[config.mk]
export PLATFORM = sky130hd
export DESIGN_NAME = tipi_chan_bank_flat
export DESIGN_NICKNAME = d
export VERILOG_FILES = /design/src/rtl/tipi_chan_bank_if.sv /design/src/rtl/tipi_chan_bank.sv /design/src/flat_wrapper.sv
export SDC_FILE = /design/constraint.sdc
export NUM_CORES = 1
export LEC_CHECK = 0
export CORE_AREA = 5 5 85 87
export CTS_CLUSTER_SIZE = 40
export DETAILED_ROUTE_END_ITERATION = 6
export DIE_AREA = 0 0 90 92
export GPL_TIMING_DRIVEN = 0
export PLACE_DENSITY_LB_ADDON = 0.08
export SYNTH_ARGS = -nofsm -noshare
export SYNTH_HDL_FRONTEND = slang
export SYNTH_SLANG_ARGS = --single-unit
[constraint.sdc]
create_clock -name clk -period 2.2 [get_ports clk]
set_input_delay 0.22 -clock clk [delete_from_list [all_inputs] [get_ports clk]]
set_output_delay 0.22 -clock clk [all_outputs]
set_load 0.05 [all_outputs]
[src/rtl/tipi_chan_bank_if.sv]
// TI parallel bus and RPi serial bus signals of one tipi_chan_bank instance.
// master = board/bench side driving the pins, slave = the register bank.
interface tipi_chan_bank_if #(
   parameter int SEL_W = 1
);
   logic [0:15]      ti_a;
   logic             ti_memen;
   logic             ti_we;
   logic             ti_dbin;
   logic [0:7]       ti_d_in;
   logic [0:7]       ti_d_out;
   logic             ti_d_oe;
   logic             r_clk;
   logic             r_le;
   logic             r_rt;
   logic             r_dc;
   logic [SEL_W-1:0] r_sel;
   logic             r_dout;
   logic             r_din;
   logic             ti_extint;

   modport master (
      output ti_a, ti_memen, ti_we, ti_dbin, ti_d_in,
      output r_clk, r_le, r_rt, r_dc, r_sel, r_dout,
      input  ti_d_out, ti_d_oe, r_din, ti_extint
   );

   modport slave (
      input  ti_a, ti_memen, ti_we, ti_dbin, ti_d_in,
      input  r_clk, r_le, r_rt, r_dc, r_sel, r_dout,
      output ti_d_out, ti_d_oe, r_din, ti_extint
   );
endinterface

[src/rtl/tipi_chan_bank.sv]
// tipi_chan_bank: NUM_CH-channel TI<->RPi byte register exchange in a single clock domain.
// Define TIPI_RC_IRQ_EN to add the per-channel RC-written interrupt (ti_extint).
module tipi_chan_bank #(
   parameter int          NUM_CH      = 1,
   parameter int          SEL_W       = 1,
   parameter logic [15:0] BASE_ADDR   = 16'h5FF8,
   parameter int          SYNC_STAGES = 2
) (
   input  logic            clk,
   input  logic            rst_n,
   input  logic            dev_en,
   input  logic            irq_en,
   tipi_chan_bank_if.slave bus
);
   localparam int NA = 6;

   function automatic logic [15:0] reg_addr(input int c, input int off);
      return BASE_ADDR - 16'(8 * c) + 16'(off);
   endfunction

   logic [0:7]       r_rd [NUM_CH];
   logic [0:7]       r_rc [NUM_CH];
   logic [0:7]       r_td [NUM_CH];
   logic [0:7]       r_tc [NUM_CH];
   logic [0:7]       r_sr_in;
   logic [0:7]       r_sr_out;
   logic             r_din;
   logic [NA-1:0]    r_sync [SYNC_STAGES];
   logic [SEL_W-1:0] r_sel_sync [SYNC_STAGES];
   logic [2:0]       r_edge_d;

   logic              w_ws;
   logic [NA-1:0]     w_async;
   logic [NA-1:0]     w_s;
   logic [SEL_W-1:0]  w_sel;
   logic              w_shift;
   logic              w_latch;
   logic              w_wr;
   logic              w_rt;
   logic              w_dc;
   logic              w_dout;
   logic [NUM_CH-1:0] w_lsel;
   logic              w_hit;
   logic [0:7]        w_rdata;
   logic              w_rd_en;

   // Every async pin, including the gated TI write strobe, goes through the same depth
   // so the RPi data/qualifier bits line up with their strobe edges.
   assign w_ws    = dev_en & ~bus.ti_memen & ~bus.ti_we;
   assign w_async = {bus.r_dout, bus.r_dc, bus.r_rt, w_ws, bus.r_le, bus.r_clk};

   always_ff @(posedge clk or negedge rst_n) begin
      if (!rst_n) begin
         for (int i = 0; i < SYNC_STAGES; i++) begin
            r_sync[i]     <= '0;
            r_sel_sync[i] <= '0;
         end
         r_edge_d <= '0;
      end else begin
         r_sync[0]     <= w_async;
         r_sel_sync[0] <= bus.r_sel;
         for (int i = 1; i < SYNC_STAGES; i++) begin
            r_sync[i]     <= r_sync[i-1];
            r_sel_sync[i] <= r_sel_sync[i-1];
         end
         r_edge_d <= r_sync[SYNC_STAGES-1][2:0];
      end
   end

   assign w_s     = r_sync[SYNC_STAGES-1];
   assign w_sel   = r_sel_sync[SYNC_STAGES-1];
   assign w_shift = w_s[0] & ~r_edge_d[0];
   assign w_latch = w_s[1] & ~r_edge_d[1];
   assign w_wr    = w_s[2] & ~r_edge_d[2];
   assign w_rt    = w_s[3];
   assign w_dc    = w_s[4];
   assign w_dout  = w_s[5];

   always_comb begin
      w_lsel = '0;
      for (int c = 0; c < NUM_CH; c++)
         w_lsel[c] = w_latch & (int'(w_sel) == c);
   end

   always_comb begin
      w_hit   = 1'b0;
      w_rdata = '0;
      for (int c = 0; c < NUM_CH; c++) begin
         if (bus.ti_a == reg_addr(c, 1)) begin w_hit = 1'b1; w_rdata = r_rc[c]; end
         if (bus.ti_a == reg_addr(c, 3)) begin w_hit = 1'b1; w_rdata = r_rd[c]; end
         if (bus.ti_a == reg_addr(c, 5)) begin w_hit = 1'b1; w_rdata = r_tc[c]; end
         if (bus.ti_a == reg_addr(c, 7)) begin w_hit = 1'b1; w_rdata = r_td[c]; end
      end
   end

   assign w_rd_en      = w_hit & dev_en & ~bus.ti_memen & bus.ti_dbin;
   assign bus.ti_d_oe  = w_rd_en;
   assign bus.ti_d_out = w_rd_en ? w_rdata : 8'h00;

   // A latch event (even one with an out-of-range r_sel) swallows a coincident shift.
   // sr_out loads read the T registers before this cycle's TI write lands.
   always_ff @(posedge clk or negedge rst_n) begin
      if (!rst_n) begin
         for (int c = 0; c < NUM_CH; c++) begin
            r_rd[c] <= '0;
            r_rc[c] <= '0;
            r_td[c] <= '0;
            r_tc[c] <= '0;
         end
         r_sr_in  <= '0;
         r_sr_out <= '0;
         r_din    <= 1'b0;
      end else begin
         r_din <= r_sr_out[0];
         for (int c = 0; c < NUM_CH; c++) begin
            if (w_wr && bus.ti_a == reg_addr(c, 5)) r_tc[c] <= bus.ti_d_in;
            if (w_wr && bus.ti_a == reg_addr(c, 7)) r_td[c] <= bus.ti_d_in;
            if (w_lsel[c] && !w_rt && w_dc)  r_rc[c] <= r_sr_in;
            if (w_lsel[c] && !w_rt && !w_dc) r_rd[c] <= r_sr_in;
            if (w_lsel[c] && w_rt)           r_sr_out <= w_dc ? r_tc[c] : r_td[c];
         end
         if (w_shift && !w_latch) begin
            r_sr_in  <= {r_sr_in[1:7], w_dout};
            r_sr_out <= {r_sr_out[1:7], 1'b0};
         end
      end
   end

   assign bus.r_din = r_din;

`ifdef TIPI_RC_IRQ_EN
   logic [NUM_CH-1:0] w_rc_rd;
   logic [NUM_CH-1:0] w_rc_set;
   logic [NUM_CH-1:0] r_rcrd_sync [SYNC_STAGES];
   logic [NUM_CH-1:0] r_rcrd_d;
   logic [NUM_CH-1:0] r_pending;
   logic              r_extint;

   // Clear is keyed per channel on the synchronised read strobe, so a TI address
   // change after the strobe drops cannot redirect it.
   always_comb begin
      w_rc_rd  = '0;
      w_rc_set = '0;
      for (int c = 0; c < NUM_CH; c++) begin
         w_rc_rd[c]  = dev_en & ~bus.ti_memen & bus.ti_dbin & (bus.ti_a == reg_addr(c, 1));
         w_rc_set[c] = w_lsel[c] & ~w_rt & w_dc;
      end
   end

   always_ff @(posedge clk or negedge rst_n) begin
      if (!rst_n) begin
         for (int i = 0; i < SYNC_STAGES; i++) r_rcrd_sync[i] <= '0;
         r_rcrd_d  <= '0;
         r_pending <= '0;
         r_extint  <= 1'b1;
      end else begin
         r_rcrd_sync[0] <= w_rc_rd;
         for (int i = 1; i < SYNC_STAGES; i++) r_rcrd_sync[i] <= r_rcrd_sync[i-1];
         r_rcrd_d <= r_rcrd_sync[SYNC_STAGES-1];
         for (int c = 0; c < NUM_CH; c++) begin
            if (w_rc_set[c])
               r_pending[c] <= 1'b1;
            else if (r_rcrd_d[c] && !r_rcrd_sync[SYNC_STAGES-1][c])
               r_pending[c] <= 1'b0;
         end
         r_extint <= ~(irq_en & |r_pending);
      end
   end

   assign bus.ti_extint = r_extint;
`else
   logic w_unused_irq;
   assign w_unused_irq  = irq_en;
   assign bus.ti_extint = 1'b1;
`endif
endmodule

[src/flat_wrapper.sv]
// flat-port wrapper written by rule: the top's interface ports become plain ports
module tipi_chan_bank_flat 
#(
   parameter int          NUM_CH      = 1,
   parameter int          SEL_W       = 1,
   parameter logic [15:0] BASE_ADDR   = 16'h5FF8,
   parameter int          SYNC_STAGES = 2
)
  (clk, rst_n, dev_en, irq_en, bus_ti_a, bus_ti_memen, bus_ti_we, bus_ti_dbin, bus_ti_d_in, bus_r_clk, bus_r_le, bus_r_rt, bus_r_dc, bus_r_sel, bus_r_dout, bus_ti_d_out, bus_ti_d_oe, bus_r_din, bus_ti_extint);
  tipi_chan_bank_if #(.SEL_W(SEL_W)) bus_i ();
  input  logic clk;
  input  logic rst_n;
  input  logic dev_en;
  input  logic irq_en;
  input wire logic [$bits(bus_i.ti_a)-1:0] bus_ti_a;
  input wire logic [$bits(bus_i.ti_memen)-1:0] bus_ti_memen;
  input wire logic [$bits(bus_i.ti_we)-1:0] bus_ti_we;
  input wire logic [$bits(bus_i.ti_dbin)-1:0] bus_ti_dbin;
  input wire logic [$bits(bus_i.ti_d_in)-1:0] bus_ti_d_in;
  input wire logic [$bits(bus_i.r_clk)-1:0] bus_r_clk;
  input wire logic [$bits(bus_i.r_le)-1:0] bus_r_le;
  input wire logic [$bits(bus_i.r_rt)-1:0] bus_r_rt;
  input wire logic [$bits(bus_i.r_dc)-1:0] bus_r_dc;
  input wire logic [$bits(bus_i.r_sel)-1:0] bus_r_sel;
  input wire logic [$bits(bus_i.r_dout)-1:0] bus_r_dout;
  output wire logic [$bits(bus_i.ti_d_out)-1:0] bus_ti_d_out;
  output wire logic [$bits(bus_i.ti_d_oe)-1:0] bus_ti_d_oe;
  output wire logic [$bits(bus_i.r_din)-1:0] bus_r_din;
  output wire logic [$bits(bus_i.ti_extint)-1:0] bus_ti_extint;
  assign bus_i.ti_a = bus_ti_a;
  assign bus_i.ti_memen = bus_ti_memen;
  assign bus_i.ti_we = bus_ti_we;
  assign bus_i.ti_dbin = bus_ti_dbin;
  assign bus_i.ti_d_in = bus_ti_d_in;
  assign bus_i.r_clk = bus_r_clk;
  assign bus_i.r_le = bus_r_le;
  assign bus_i.r_rt = bus_r_rt;
  assign bus_i.r_dc = bus_r_dc;
  assign bus_i.r_sel = bus_r_sel;
  assign bus_i.r_dout = bus_r_dout;
  assign bus_ti_d_out = bus_i.ti_d_out;
  assign bus_ti_d_oe = bus_i.ti_d_oe;
  assign bus_r_din = bus_i.r_din;
  assign bus_ti_extint = bus_i.ti_extint;
  tipi_chan_bank #(.NUM_CH(NUM_CH), .SEL_W(SEL_W), .BASE_ADDR(BASE_ADDR), .SYNC_STAGES(SYNC_STAGES)) u_core (.clk(clk), .rst_n(rst_n), .dev_en(dev_en), .irq_en(irq_en), .bus(bus_i));
endmodule
==> impl_metrics.yaml <==
drt:
  drt-pass1-iter-count: 4
  wl_met3_um: 276
  drtIter0Drc: 65
  wirelength_mm: 5.74
  drc: 0
  detail-route-antenna-nets: 0
  wl_met1_mm: 2.74
  met2WireLength_mm: 2.63
  wl_per_cell_um: 16.7
  viasPerCell: 5.29
  topRoutingLayerUsed: "met4"
  via_count: 1816
sta:
  fmax_mhz: 470
  setup_viol: 0
  min_period_ps: 2130
  grt_setup_unrepaired: "false"
  slew_headroom_pct: 44.8
  finalHoldViolations: 21
  finClkSkew_ps: 7.57
  whs_ps: -8.86
  tightest_slew_ps: 828
  final_max_slew_viol_count: 0
  timing.final.crit_share_pct: 96.7
yosys:
  synth_top_area_cell: "dfrtp_1"
  synth_compound_area_share_pct: 8.48
  synth_mux_area_share_pct: 21.8
  synthAdderAreaFrac_pct: 0
  netlist_area_um2: 2800
  async_flop_share_pct: 100
  yosys_warnings: 0
  synth-seq-area-share_pct: 58.9
  netlist-cell-type-count: 26
  synthXorXnorAreaFrac_pct: 0
  synthSimpleGateAreaFrac_pct: 8.92
  synthFlopType: "dfrtp_1"
  ys_top_cells_by_area: "dfrtp_1 59%, mux2_2 16%, mux2i_1 5.7%"
  synth_top_family_by_area: "multiplexers"
  synth_fp_nets: 244
  synth.avg_cell_area_um2: 13.5
  ys_ff_latch: 66
  syn_inst: 207
  synth_edf_count: 0
  yosys.area.top_type_share_pct: 58.9
critical_path:
  end_kind: "output pin"
  max_stage_delay_ps: 460
  path_cells: "clkdlybuf4s50_1, nand4_1, nor4_2, and2_1, clkbuf_4, o211a_1, clkbuf_4"
  path_common_cell: "clkbuf_4"
  required_ps: 1980
  r2r_start: "u_core.w_s[1]"
  timing.rr.end: "u_core.r_sr_in[2]"
  cp_slowest_cell: "clkdlybuf4s50_1"
  path_max_fanout: 9
  r2r_setup_slack_ps: 450
  reg2reg_depth: 5
  crit_type: "input pin to output pin"
  startpoint_type: "input pin"
  arrival_ps: 1910
outcome:
  status: "complete, but fails checks"
  violations: "negative hold slack"
clock_tree:
  ctsHoldBuffers: 0
  ctsLongestPathBuffers: 2
  cts_sinks: 66
  cts_root_buf: "clkbuf_8"
  clock_latency_ps: 340
  cts_tree: "built"
  cts_inserted_buffers: 9
  path_clk_slew_ps: 70
  htree_levels: 3
cells_and_area:
  stdcell_area_um2: 3540
  multiInputGateArea_um2: 1110
  register_area_um2: 1650
  nNetsFinal: 299
  num-fill-cells: 546
  area_growth_syn_to_layout_pct: 26.3
  num_antenna_cells: 0
  drive_above_1_share_pct: 28.9
pwr:
  p_int_mw: 2.37
  combPwrFrac_pct: 12.8
  p_per_area_nw_per_um2: 875
  p_sw_share_pct: 23.5
  finalPower_mw: 3.10
  p_leak_nw: 1.67
  ir_drop_v: 0.000590
  switching_power_mw: 0.729
  clock_power_share_pct: 36.4
  pwr-share-seq_pct: 50.8
global_routing:
  first_global_vias: 1907
  antenna_found_initial: 0
  grt_use_total_pct: 15.2
  grt_pass1_wl_mm: 9.95
  grt_overflow_total: 0
  grt_max_degree: 67
floorplanning:
  io_pins: 48
  dieArea_um2: 8280
  rows: 29
  core_um2: 6280
  die_w_um: 90
  start_util_pct: 44.7
  die_height_um: 92
placement:
  postPlaceCellArea_um2: 3330
  place_congestion: 0.746
  io_buffers: 43
  dp_hpwl_mm: 4.07
hold_path:
  hold_path_class: "input pin to async pin"
flow_run:
  maxCapViolCount: 0
layer usage:
layer,up-vias,track usage [%]
met4,0,7.32
li1,863,-
met2,33,22.3
met1,909,21.1
met5,-,0
met3,11,3.76
how the worst max path moves through the flow:
stage                      start                 to
finish              bus_ti_a[10]    bus_ti_d_out[6]
global placement           rst_n  u_core.r_sr_in[1]
CTS                 bus_ti_a[10]    bus_ti_d_out[5]
global route        bus_ti_a[11]    bus_ti_d_out[0]
floorplan           bus_ti_a[15]    bus_ti_d_out[0]
detailed placement  bus_ti_a[12]    bus_ti_d_out[0]
power by group through the flow:
stage                     clock network (mW)  registers [mW]  logic, mW
final                                   1.13            1.57      0.398
after CTS                               1.16            1.58      0.405
after detailed placement                   0            1.60      0.404
after global placement                     0            1.59      0.395
after floorplan                            0            1.56      0.257
after global routing                    1.21            1.60      0.449
Yosys cell counts (2+ instances only):
master	n
buf_2	4
clkbuf_1	6
dfrtp_1	66
mux2_2	40
mux2i_1	16
nand2_1	16
nand4_1	2
nor3b_1	2
nor4_4	2
o211a_1	8
o21ai_0	30
stage by stage:
step | TNS, ps | worst slack (ps) | cells | hold slack [ps] | utilization, %
after floorplan | 0 | 371 | 207 | -75.6 | -
after global placement | -92600 | -1330 | 327 | 332 | 53.1
after detailed placement | -5320 | -626 | 327 | 335 | 53.0
after CTS | 0 | 11.6 | 343 | 6.95 | 56.2
after global routing | 0 | 14.5 | 343 | 62.0 | 56.4
final | 0 | 72.2 | 343 | -8.86 | 56.4
sequential cells by signal, summed over array words and instances, names as in the netlist:
signal,flops
u_core.r_rc,8
u_core.r_rd,8
u_core.r_sr_in,8
u_core.r_sr_out,8
u_core.r_tc,8
u_core.r_td,8
u_core.r_sync,6
u_core.w_s,6
u_core.r_edge_d,3
u_core.bus.r_din,1
u_core.r_sel_sync,1
u_core.w_sel,1
what timing repair did:
| item | 4_1_cts | 5_1_grt |
|---|---|---|
| buffers inserted | 1 | 0 |
| setup endpoints to repair | 9 | 9 |
| resized for setup | 48 | 11 |
| pin swaps | 1 | 0 |
layout make-up:
cell class	count	area share, %
Clock inverter	2	1.70
Multi-Input combinational cell	130	31.4
Tap cell	77	2.72
Clock buffer	13	4.49
Sequential cell	66	46.6
Buffer	11	1.48
Timing Repair Buffer	44	11.6
logic make-up (layout without fill, tap and decap cells):
kind of cell / count (synthesis) / count (layout)
flip-flops: 66 / 66
AO/OA/AOI/OAI: 39 / 39
multiplexers: 56 / 56
AND/OR/NAND/NOR: 34 / 34
buffers and inverters: 11 / 70
other: 1 / 1
worst max-delay path: cells and delay by family:
kind,cells,cell delay [ps]
AO/OA/AOI/OAI,1,160
buffers and inverters,3,890
AND/OR/NAND/NOR,3,640
cell usage in the layout (no fill, tap or decap):
cell / count
bufinv_16: 2
clkdlybuf4s50_1: 33
nand2_1: 15
clkbuf_4: 2
nand4bb_4: 1
and3b_1: 1
nor2_1: 1
nor4_2: 1
buf_2: 4
a211oi_1: 1
nor4_4: 2
clkbuf_8: 11
nand2_2: 2
clkbuf_1: 8
conb_1: 1
o211a_1: 8
o21ai_0: 30
nand3_1: 1
nor3b_1: 2
mux2i_1: 16
nand4b_4: 1
and2_1: 1
mux2_2: 40
nand2b_1: 1
dfrtp_1: 66
and4bb_2: 1
nand4_1: 2
nor3_1: 1
nand4b_1: 1
buf_4: 10
No activity file was read; power rests on OpenSTA's default activity.
